==> src/rtl/led_pwm_ctrl.sv <==
`default_nettype none
// ============================================================================
// Module      : led_pwm_ctrl
// Description : Bus-mapped multi-channel LED controller. Each channel has a
//               4-bit PWM duty and an off/steady/blink mode, with a shared
//               blink prescaler, a global enable and a channel-0 force.
//               Duty/mode writes are double-buffered to the PWM period.
// Revision    : 1.0 - initial release
// ============================================================================
module led_pwm_ctrl #(
    parameter int          N_CH      = 4,
    parameter logic [15:0] BASE_ADDR = 16'hD020,
    parameter int          PWM_DIV   = 64
) (
    input  logic            clk,
    input  logic            rst,
    input  logic [15:0]     Abus,
    input  logic [7:0]      Data_In,
    input  logic            we,
    output logic [7:0]      Data_Out,
    output logic            sel,
    output logic [N_CH-1:0] LEDs
);

    localparam int             PS_W      = (PWM_DIV > 1) ? $clog2(PWM_DIV) : 1;
    localparam logic [PS_W-1:0] PS_LAST  = PS_W'(PWM_DIV - 1);
    localparam logic [3:0]     OFF_CTRL  = 4'h0;
    localparam logic [3:0]     OFF_BLINK = 4'h1;
    localparam logic [1:0]     MODE_OFF    = 2'b00;
    localparam logic [1:0]     MODE_STEADY = 2'b01;
    localparam logic [1:0]     MODE_BLINK  = 2'b10;
    localparam logic [1:0]     MODE_BLINKN = 2'b11;
    localparam logic [1:0]     CTRL_RST  = 2'b11;
    localparam logic [7:0]     BLINK_RST = 8'h1F;

    // ------------------------------------------------------------------
    // State
    // ------------------------------------------------------------------
    logic                  we_q;
    logic [1:0]            ctrl_q,       ctrl_d;
    logic [7:0]            blink_rate_q, blink_rate_d;
    logic [N_CH-1:0][5:0]  shadow_q,     shadow_d;
    logic [N_CH-1:0][5:0]  active_q,     active_d;
    logic [PS_W-1:0]       presc_q,      presc_d;
    logic [3:0]            pwm_cnt_q,    pwm_cnt_d;
    logic [7:0]            blink_cnt_q,  blink_cnt_d;
    logic                  phase_q,      phase_d;
    logic [N_CH-1:0]       leds_q,       leds_d;

    // ------------------------------------------------------------------
    // Decode
    // ------------------------------------------------------------------
    logic [3:0]      w_off;
    logic            w_commit;
    logic            w_step;
    logic            w_boundary;
    logic            w_wr_ctrl;
    logic            w_wr_blink;
    logic [N_CH-1:0] w_wr_ch;
    logic [N_CH-1:0] w_raw;

    assign w_off      = Abus[3:0];
    assign sel        = (Abus[15:4] == BASE_ADDR[15:4]);
    // The write commits on the falling edge of the strobe, so a long strobe
    // still produces a single commit using the address/data of that cycle.
    assign w_commit   = we_q & ~we & sel;
    assign w_wr_ctrl  = w_commit && (w_off == OFF_CTRL);
    assign w_wr_blink = w_commit && (w_off == OFF_BLINK);

    assign w_step     = (presc_q == PS_LAST);
    assign w_boundary = w_step && (pwm_cnt_q == 4'hF);

    // Per-channel write hit and PWM/mode compare
    generate
        for (genvar gi = 0; gi < N_CH; gi++) begin : g_ch
            logic [3:0] w_duty;
            logic [1:0] w_mode;
            logic       w_on_pwm;

            assign w_wr_ch[gi] = w_commit && (w_off == 4'(gi + 2));
            assign w_duty      = active_q[gi][3:0];
            assign w_mode      = active_q[gi][5:4];
            assign w_on_pwm    = (w_duty == 4'hF) || (pwm_cnt_q < w_duty);

            // Mode selects how the PWM wave is gated by the blink phase
            always_comb begin
                w_raw[gi] = 1'b0;
                case (w_mode)
                    MODE_OFF:    w_raw[gi] = 1'b0;
                    MODE_STEADY: w_raw[gi] = w_on_pwm;
                    MODE_BLINK:  w_raw[gi] = w_on_pwm & phase_q;
                    MODE_BLINKN: w_raw[gi] = w_on_pwm & ~phase_q;
                    default:     w_raw[gi] = 1'b0;
                endcase
            end
        end
    endgenerate

    // Next-state logic for registers, counters, blink phase and LED drive
    always_comb begin
        ctrl_d       = ctrl_q;
        blink_rate_d = blink_rate_q;
        shadow_d     = shadow_q;
        active_d     = active_q;
        presc_d      = presc_q;
        pwm_cnt_d    = pwm_cnt_q;
        blink_cnt_d  = blink_cnt_q;
        phase_d      = phase_q;
        leds_d       = '0;

        if (w_wr_ctrl) begin
            ctrl_d = Data_In[1:0];
        end
        if (w_wr_blink) begin
            blink_rate_d = Data_In;
        end

        // PWM prescaler and step counter
        if (w_step) begin
            presc_d   = '0;
            pwm_cnt_d = pwm_cnt_q + 4'd1;
        end else begin
            presc_d   = presc_q + PS_W'(1);
        end

        // Blink divider runs on period boundaries; a rate write restarts it
        if (w_boundary) begin
            if (blink_cnt_q == blink_rate_q) begin
                blink_cnt_d = 8'd0;
                phase_d     = ~phase_q;
            end else begin
                blink_cnt_d = blink_cnt_q + 8'd1;
            end
        end
        if (w_wr_blink) begin
            blink_cnt_d = 8'd0;
        end

        // Shadow takes every write; active follows shadow only at the period
        // boundary, and a write landing on the boundary goes straight through.
        for (int i = 0; i < N_CH; i++) begin
            if (w_wr_ch[i]) begin
                shadow_d[i] = Data_In[5:0];
            end
            if (w_boundary) begin
                active_d[i] = w_wr_ch[i] ? Data_In[5:0] : shadow_q[i];
            end
        end

        leds_d    = w_raw & {N_CH{ctrl_q[0]}};
        leds_d[0] = leds_d[0] | ctrl_q[1];
    end

    // State registers with synchronous reset; reset also drops any strobe
    always_ff @(posedge clk) begin
        if (rst) begin
            we_q         <= 1'b0;
            ctrl_q       <= CTRL_RST;
            blink_rate_q <= BLINK_RST;
            shadow_q     <= '0;
            active_q     <= '0;
            presc_q      <= '0;
            pwm_cnt_q    <= 4'd0;
            blink_cnt_q  <= 8'd0;
            phase_q      <= 1'b0;
            leds_q       <= '0;
        end else begin
            we_q         <= we;
            ctrl_q       <= ctrl_d;
            blink_rate_q <= blink_rate_d;
            shadow_q     <= shadow_d;
            active_q     <= active_d;
            presc_q      <= presc_d;
            pwm_cnt_q    <= pwm_cnt_d;
            blink_cnt_q  <= blink_cnt_d;
            phase_q      <= phase_d;
            leds_q       <= leds_d;
        end
    end

    assign LEDs = leds_q;

    // Read-back mux; channel reads return the shadow (last written) value
    always_comb begin
        Data_Out = 8'h00;
        if (sel) begin
            case (w_off)
                OFF_CTRL:  Data_Out = {6'b0, ctrl_q};
                OFF_BLINK: Data_Out = blink_rate_q;
                default: begin
                    for (int i = 0; i < N_CH; i++) begin
                        if (w_off == 4'(i + 2)) begin
                            Data_Out = {2'b00, shadow_q[i]};
                        end
                    end
                end
            endcase
        end
    end

endmodule
`default_nettype wire

==> config.mk <==
export PLATFORM = sky130hd
export DESIGN_NAME = led_pwm_ctrl
export DESIGN_NICKNAME = d
export VERILOG_FILES = /design/src/rtl/led_pwm_ctrl.sv
export SDC_FILE = /design/constraint.sdc
export NUM_CORES = 1
export LEC_CHECK = 0
export ABC_AREA = 1
export BUFFER_PORTS_ARGS = -buffer_cell sky130_fd_sc_hd__buf_2
export CORE_MARGIN = 2
export CORE_UTILIZATION = 31
export DETAILED_ROUTE_END_ITERATION = 10
export PLACE_DENSITY_LB_ADDON = 0.08
export SLEW_MARGIN = 30
export SYNTH_ARGS = -nofsm -noshare
export SYNTH_HDL_FRONTEND = slang
export SYNTH_SLANG_ARGS = --single-unit
==> constraint.sdc <==
create_clock -name clk -period 1.5 [get_ports clk]
set_input_delay 0 -clock clk [delete_from_list [all_inputs] [get_ports clk]]
set_output_delay 0 -clock clk [all_outputs]
set_load 0.02 [all_outputs]
==> impl_metrics.toml <==
[synthesis]
synth.avg_cell_area_um2 = 6.750
synth_cell_types = 29
synth_top_family_by_area = "simple AND/OR/NAND/NOR gates"
yosys_warnings = 0
synth_area_um2 = 4259
synth_nets = 673
synth_cells = 631
synth_flop_cell = "dfxtp_1"
synth_mux_area_frac = 0
synth-edff-count = 0
async_reset_ff_frac = 0
yosys.area_share.simple = 0.3211
yosysSeqAreaShare = 0.3854
synth_compound_area_frac = 0.1113
synth_xor_xnor_area_share = 0.01645
synth_adder_area_share = 0.04407
synth_seq_cells = 82

[sta]
max_freq_mhz = 648.2
finalHoldViolCount = 0
clock_skew_ns = 0.007630
min_period_over_period = 1.029
rsz0062_at_grt = "yes"
period_minus_slack_ns = 1.543
setup_violations = 17
finalWorstSetupSlack_ns = -0.04279
slew_headroom = 0.6647
tightest_slew_ns = 0.4991
timing.hold.ws_ns = 0.01825
slew_viol_final = 0

[route]
vias = 4307
wl_um = 13400
avgViaCountPerCell = 4.878
drc = 0
post_drt_wl_per_cell_um = 15.17
drtAntennaViolNets = 0
drt_iter0_drc = 229
drt_first_pass_iters = 5

[grt]
grt_pass1_vias = 4216
grt_pass1_wl_um = 21310
antenna_found_initial = 0
grt_overflow = 0
track_usage = 0.1876
grtUsageMet3 = 0.03430
use_met2 = 0.3150
met1_usage = 0.2438
busiest_layer = "met2"
grt_start_max_net_pins = 35

[setup_path]
path_class = "reg -> reg"
start_kind = "flip-flop"
critPathMaxFanout = 7
critPathArrivalTime_ns = 1.84
cp.required_ns = 1.79
end_kind = "flip-flop"

[pwr]
p_comb_frac = 0.051
internal_power_uw = 3655
ir_worst_vdd_v = 0.0006570
power_switching_share = 0.2216
p_leak_uw = 0.002410
seqPwrFrac = 0.468
power.net_switching_uw = 1040
power.density_nw_per_um2 = 847.6
p_clk_frac = 0.481

[final_layout]
layout-drive-gt1-share = 0.1938
mostFrequentLayoutCell = "nand2_1"
antenna_cells = 0
fill_cells = 1461
area_delta_synth_final_pct = 30.05
layout_common_cells = "nand2_1 (146), inv_1 (102), dfxtp_1 (79), nand3_1 (54), nor2_1 (47)"
fin_nets = 744
final_util = 0.4150

[die]
io_pins = 40
fp.dieH_um = 121.2
die_area_um2 = 14690
core_um2 = 13350
die_x_um = 121.2
rows = 42
initial_core_util = 0.3191

[run_status]
outcome = "finished, violations left"
failed_checks = "setup timing"

[cts]
cts_tree = "done"
htreeDepth = 3
cts_num_sinks = 82
cts_buffers = 9
clockBufferDepth = 2
clock_latency_ns = 0.34
root_buffer = "clkbuf_16"
clk_pin_slew_ns = 0.06

[place]
detailedPlace.worstSlack_ns = -0.02348
port_buffers = 39
dp_hpwl_um = 9591
gp_congestion = 0.7836

[worst_hold_path]
hold_class = "in -> reg"

[flow_run]
cap_viol_max_count = 0
-- metrics by stage --
stage                     instances    TNS, ns  area, um^2  power [uW]
final                           883    -0.2506        5539        4695
after global routing            883     -3.614        5539        4875
after CTS                       876  -0.006887        5218        4737
after detailed placement        852    -0.1493        4817        2444
after global placement          852    -0.3025        4817        2441
after floorplan                 631          0        4259        2336
-- area by class of cell --
cell class / instances / area (um^2) / area share
inverters: 104 / 397.9 / 0.07183
multi-input cells: 422 / 2292 / 0.4138
clock buffers: 14 / 264.0 / 0.04766
well taps: 176 / 220.2 / 0.03976
repair buffers: 83 / 684.4 / 0.1236
clock inverters: 2 / 35.03 / 0.006325
flip-flops and latches: 82 / 1645 / 0.2970
-- registers in the layout, summed over array words and instances, names as in the netlist --
name,cells
presc_q,6
ctrl_q,2
blink_rate_q,8
phase_q,1
pwm_cnt_q,4
LEDs,4
shadow_q,24
blink_cnt_q,8
active_q,24
we_q,1
-- per-layer routing --
| layer | vias up | wire [um] |
|---|---|---|
| met1 | 2054 | 6347 |
| met2 | 62 | 6502 |
| met4 | 0 | 142 |
| li1 | 2182 | - |
| met3 | 9 | 406 |
| met5 | - | 0 |
-- critical path, cell delays in order (launching register included) --
cell and delay [ns]:
dfxtp_2 0.35, ha_4 0.15, nand2_4 0.06, nor3_4 0.21, nand2_4 0.13, buf_8 0.17, clkbuf_16 0.16, a21oi_1 0.13
nand2_1 0.08, inv_1 0.05
-- power by group through the flow --
| stage | clock network [uW] | registers (uW) | logic (uW) |
|---|---|---|---|
| after CTS | 2330 | 2190 | 221 |
| final | 2260 | 2200 | 239 |
| after global routing | 2410 | 2200 | 264 |
| after floorplan | 0 | 2240 | 94.0 |
| after detailed placement | 0 | 2240 | 204 |
| after global placement | 0 | 2240 | 201 |
-- synth_stat cells (7+ instances only) --
cell type  number  area (um^2)
buf_2           9        45.04
ha_1           15        187.7
nand4_1        30        187.7
nand3_1        58        290.3
o21ai_0        15        75.07
clkbuf_1        8        30.03
a21oi_1        66        330.3
nor3_1          7        35.03
nand2_1       147        551.8
inv_1         102        382.9
dfxtp_1        82         1642
nor2_1         53        198.9
-- path summary, 6_finish.rpt --
path                          end  slack (ns)       startpoint  cells past startpoint
hold / removal    blink_rate_q[0]        0.02       Data_In[0]                      3
setup reg to reg      active_q[2]       -0.04       presc_q[1]                      9
setup / recovery      active_q[2]       -0.04       presc_q[1]                      9
hold reg to reg   blink_rate_q[7]        0.48  blink_rate_q[7]                      2
-- cell families (layout without fill, tap and decap cells) --
| kind of cell | Yosys count | after routing |
|---|---|---|
| and+or+nand+nor | 309 | 309 |
| DFF | 82 | 82 |
| xor gates and xnor gates | 8 | 8 |
| buffers and inverters | 127 | 203 |
| AOI/OAI and AO/OA | 90 | 90 |
| adders and majority gates | 15 | 15 |
-- repair_timing --
item                                    4_1_cts  5_1_grt
setup buffers                                 0        2
gates cloned                                  0        5
endpoints found under the hold margin         8        0
hold buffers                                  8        0
endpoints found under the setup margin       11       45
pin swaps                                     0       17
gates resized for setup                       5       51
(Power assumes the default switching activity.)
